### src/rtl/multi_timed_enable.sv
// Multi-channel periodic/one-shot enable generator: each channel counts its own
// runtime-programmable period and emits a registered one-clock enable pulse.
module multi_timed_enable #(
  parameter int  CHANNELS       = 4,
  parameter int  WIDTH          = 24,
  parameter int  DEFAULT_PERIOD = 6_000_000,
  localparam int SELW           = (CHANNELS > 1) ? $clog2(CHANNELS) : 1
) (
  input  logic                clock,
  input  logic                reset,
  input  logic                cfg_we,
  input  logic [SELW-1:0]     cfg_sel,
  input  logic [WIDTH-1:0]    cfg_period,
  input  logic                cfg_oneshot,
  input  logic [CHANNELS-1:0] start,
  input  logic [CHANNELS-1:0] stop,
  output logic [CHANNELS-1:0] enable,
  output logic [CHANNELS-1:0] running
);

  localparam logic [WIDTH-1:0] DEF_PERIOD = WIDTH'(DEFAULT_PERIOD);

  typedef enum logic {
    IDLE = 1'b0,
    RUN  = 1'b1
  } state_e;

  for (genvar i = 0; i < CHANNELS; i++) begin : g_ch
    state_e           state_q, state_d;
    logic [WIDTH-1:0] count_q, count_d;
    logic [WIDTH-1:0] period_q, period_d;
    logic [WIDTH-1:0] act_period_q, act_period_d;
    logic             oneshot_q, oneshot_d;
    logic             act_oneshot_q, act_oneshot_d;
    logic             enable_q, enable_d;
    logic             cfg_hit;
    logic [WIDTH-1:0] peff;
    logic             terminal;

    // An out-of-range cfg_sel matches no channel, so the write is dropped.
    assign cfg_hit = cfg_we && (cfg_sel == SELW'(i));

    // NOTE: every combinational output gets a default first so no path can
    // leave it unassigned and infer a latch.
    always_comb begin
      period_d      = cfg_hit ? cfg_period  : period_q;
      oneshot_d     = cfg_hit ? cfg_oneshot : oneshot_q;
      peff          = (act_period_q == '0) ? WIDTH'(1) : act_period_q;
      terminal      = (count_q == peff - WIDTH'(1));
      state_d       = state_q;
      count_d       = count_q;
      act_period_d  = act_period_q;
      act_oneshot_d = act_oneshot_q;
      enable_d      = 1'b0;

      // Stop outranks start even in IDLE, so a simultaneous start is discarded.
      if (stop[i]) begin
        state_d = IDLE;
        count_d = '0;
      end else if (start[i]) begin
        // Start sees a same-cycle config write to this channel.
        state_d       = RUN;
        count_d       = '0;
        act_period_d  = period_d;
        act_oneshot_d = oneshot_d;
      end else if (state_q == RUN) begin
        if (terminal) begin
          enable_d      = 1'b1;
          count_d       = '0;
          act_period_d  = period_q;
          act_oneshot_d = oneshot_q;
          if (act_oneshot_q) state_d = IDLE;
        end else begin
          count_d = count_q + WIDTH'(1);
        end
      end
    end

    // NOTE: sequential state uses non-blocking assignments so every register
    // samples the pre-edge values of its neighbours.
    // NOTE: the per-channel config registers are few and small, so they are
    // reset along with the datapath rather than left uninitialised.
    always_ff @(posedge clock) begin
      if (!reset) begin
        state_q       <= IDLE;
        count_q       <= '0;
        period_q      <= DEF_PERIOD;
        oneshot_q     <= 1'b0;
        act_period_q  <= DEF_PERIOD;
        act_oneshot_q <= 1'b0;
        enable_q      <= 1'b0;
      end else begin
        state_q       <= state_d;
        count_q       <= count_d;
        period_q      <= period_d;
        oneshot_q     <= oneshot_d;
        act_period_q  <= act_period_d;
        act_oneshot_q <= act_oneshot_d;
        enable_q      <= enable_d;
      end
    end

    assign enable[i]  = enable_q;
    assign running[i] = (state_q == RUN);
  end

endmodule

### config.mk
export PLATFORM = sky130hd
export DESIGN_NAME = multi_timed_enable
export DESIGN_NICKNAME = d
export VERILOG_FILES = /design/src/rtl/multi_timed_enable.sv
export SDC_FILE = /design/constraint.sdc
export NUM_CORES = 1
export LEC_CHECK = 0
export BUFFER_PORTS_ARGS = -buffer_cell sky130_fd_sc_hd__buf_4
export CORE_UTILIZATION = 38
export DETAILED_ROUTE_END_ITERATION = 16
export PLACE_DENSITY = 0.63
export RECOVER_POWER = 100
export SLEW_MARGIN = 20
export SYNTH_ARGS = -nofsm -noshare
export SYNTH_HDL_FRONTEND = slang
export SYNTH_SLANG_ARGS = --single-unit
### constraint.sdc
create_clock -name clock -period 8.8 [get_ports clock]
set_clock_uncertainty 0.15 [all_clocks]
set_input_delay 0 -clock clock [delete_from_list [all_inputs] [get_ports clock]]
set_output_delay 0 -clock clock [all_outputs]
set_load 0.02 [all_outputs]
==> metrics.csv <==
metric,value,unit
status,finished with violations,
failing checks,"DRC, capacitance limit, slew limit",
Setup-failing EPs final,0,
total gr overflow,0,
largest net degree at the start of global routing,111,
CP endpoint kind,flop,
post-CTS setup buffers,0,
Layout area overhead,11.6,%
Total Power,3.23,mW
Fin. Hold Viols,0,
leakage power total,7.78,nW
Max Slew Vio Count,206,
PD cells,159,nW/um^2
Post-Route WL,49900,um
Worst EP arrival,6.73,ns
WP data required,9.08,ns
vias,16300,
Filler Cell Count,4719,
unrepaired setup endpoints after global routing,false,
Reg area,6090,sq um
CP max stage delay,3.07,ns
"top cells by area, synth","dfxtp_1 34%, nand2_1 8.5%, mux2i_1 5.9%",
Clock Path Buffers,3,
synthesized flop and latch total,304,
"area leader, netlist",dfxtp_1,
Tightest Pin Transition,4.44,ns
HP Class,in2reg,
Num CTS Buffers,35,
area of the multi-input gates,11200,sq um
Post-Syn Area,18100,sq um
clk slew on worst S/H paths,0.06,ns
share of layout cells above drive strength 1,0.0819,
Final Cycle Share,0.733,
die width,221,um
CTS tree,done,
I/O Buffers,45,
Mapped Nets,2339,
main flop type after synthesis,dfxtp_1,
register area share after synthesis,0.335,
Detailed Place HPWL,35100,um
# rows,79,
Gate Count Post-Synth,2293,
DIE AREA,48600,sq um
clk sinks,304,
synth unique cells,79,
ys async rst share,0,
slew margin rel.,-1.96,
H-tree levels,2,
Max Clk Rate,155,MHz
CP Cell Sequence,dlygate4sd3_1 > clkbuf_1 > clkbuf_1 > clkbuf_2 > nand3_1 > mux2_1,
"slowest stage cell, crit path",clkbuf_1,
first-pass GRT wire length,81300,um
Synth top area share,0.335,
crit path max fanout,110,
CP Launch Type,primary input,
GRT Total Usage,0.205,
Setup Crit Path Kind,in2reg,
Fin Setup TNS,0,ns
cell repeated most along the worst path,clkbuf_1,
Antenna Nets Post-Route,0,
DR pass1 iterations,11,
CORE AREA,46900,sq um
Post-synth top cells,"409 x nand2_1, 304 x dfxtp_1, 173 x nand3_1",
number of global-route vias before repair,15500,
routability congestion estimate,0.954,
DRT iter0 DRCs,1256,
io pins,46,
drt wl/cell,17.3,um
initial core utilization,0.387,
max capacitance violation total,5,
antenna violations before repair,0,
"count leader, synth",nand2_1,
peak supply drop,0.120,mV
Die Y,221,um
Final nets,2305,
Syn. warnings,0,
vias per inst,5.65,
DRC,2,
Post-synth EDFFs,0,
syn avg cell area,7.91,sq um
Worst-Skew Late Latency,0.55,ns
minimum clock period,6.45,ns
root buffer cell,clkbuf_16,
[flip-flops by register name, indices dropped and copies added (netlist names)]
| signal | flops |
|---|---|
| g_ch.period_q | 96 |
| g_ch.act_oneshot_q | 4 |
| g_ch.act_period_q | 96 |
| g_ch.state_q | 4 |
| g_ch.count_q | 96 |
| g_ch.oneshot_q | 4 |
| g_ch.enable_q | 4 |
[metal layers]
metal | GRT usage | part of all wire | up-vias
met2 | 0.335 | 0.46 | 451
met3 | 0.0294 | 0.054 | 95
met4 | 0.0756 | 0.031 | 0
met1 | 0.275 | 0.46 | 7779
li1 | - | - | 8004
met5 | 0 | 0 | -
[final timing paths]
kind	from	to	slack [ns]	depth (start not counted)
worst min register to register	g_ch[2].period_q[14]	g_ch[2].period_q[14]	0.32	2
worst max register to register	g_ch[0].act_period_q[6]	g_ch[0].act_period_q[11]	3.16	13
worst min-delay path	start[0]	g_ch[0].state_q	0.19	4
worst max-delay path	reset	g_ch[2].act_period_q[16]	2.35	6
[critical path: cells and delay by family]
family / cells / cell delay, ns
buffers and inverters: 4 / 6.15
muxes: 1 / 0.34
and+or+nand+nor: 1 / 0.14
[cells by family after synthesis]
logic type,after synthesis,synth area share
AO/OA/AOI/OAI,303,0.120
XOR/XNOR,195,0.0950
adder cells (fa/ha/maj),8,0.00552
buffers and inverters,216,0.0499
flip-flops,304,0.335
multiplexers,158,0.0913
AND/OR/NAND/NOR,1109,0.303
[report_power, final]
group	internal (mW)	total (mW)	switching (mW)
registers	1.41	1.44	0.0292
clock network	0.929	1.52	0.594
logic	0.108	0.267	0.159
total	2.44	3.23	0.782
[cell usage in the layout, fill, tap and decap left out, types with 39 or more instances in the layout]
cell type and n:
o21ai_0 45, nor2b_1 39, mux2i_1 107, xor2_1 97, xnor2_1 97, buf_4 48
nor3_1 84, nor4_1 41, dfxtp_1 304, nand3_1 173, a21oi_1 55, nand2_1 409
dlygate4sd3_1 46, a21boi_0 62, nor2_1 123, and3_1 66, mux2_2 48
[area by class of cell]
class,count,share of cell area
clock inverter,9,0.00606
clock buffer,52,0.0530
tap,607,0.0375
sequential,304,0.301
timing repair buffer,112,0.0449
multi-input combinational,1773,0.552
antenna,1,0.000124
inverter,33,0.00612
[stage by stage]
stage | area (sq um) | setup slack (ns) | hold slack, ns | instances | utilization
after floorplan | 18100 | 4.38 | -0.0733 | 2293 | -
after global placement | 18600 | 3.39 | 0.0490 | 2781 | 0.398
after detailed placement | 18600 | 3.23 | 0.0462 | 2781 | 0.398
after CTS | 20300 | 3.23 | 0.166 | 2888 | 0.433
after global routing | 20200 | 1.69 | 0.199 | 2890 | 0.432
final | 20300 | 2.35 | 0.193 | 2891 | 0.432
[timing repair]
action | 4_1_cts | 5_1_grt
hold buffers | 46 | 0
gates resized for setup | 0 | 0
hold endpoints to repair | 213 | 0
Power figures use the tool's default switching activity.
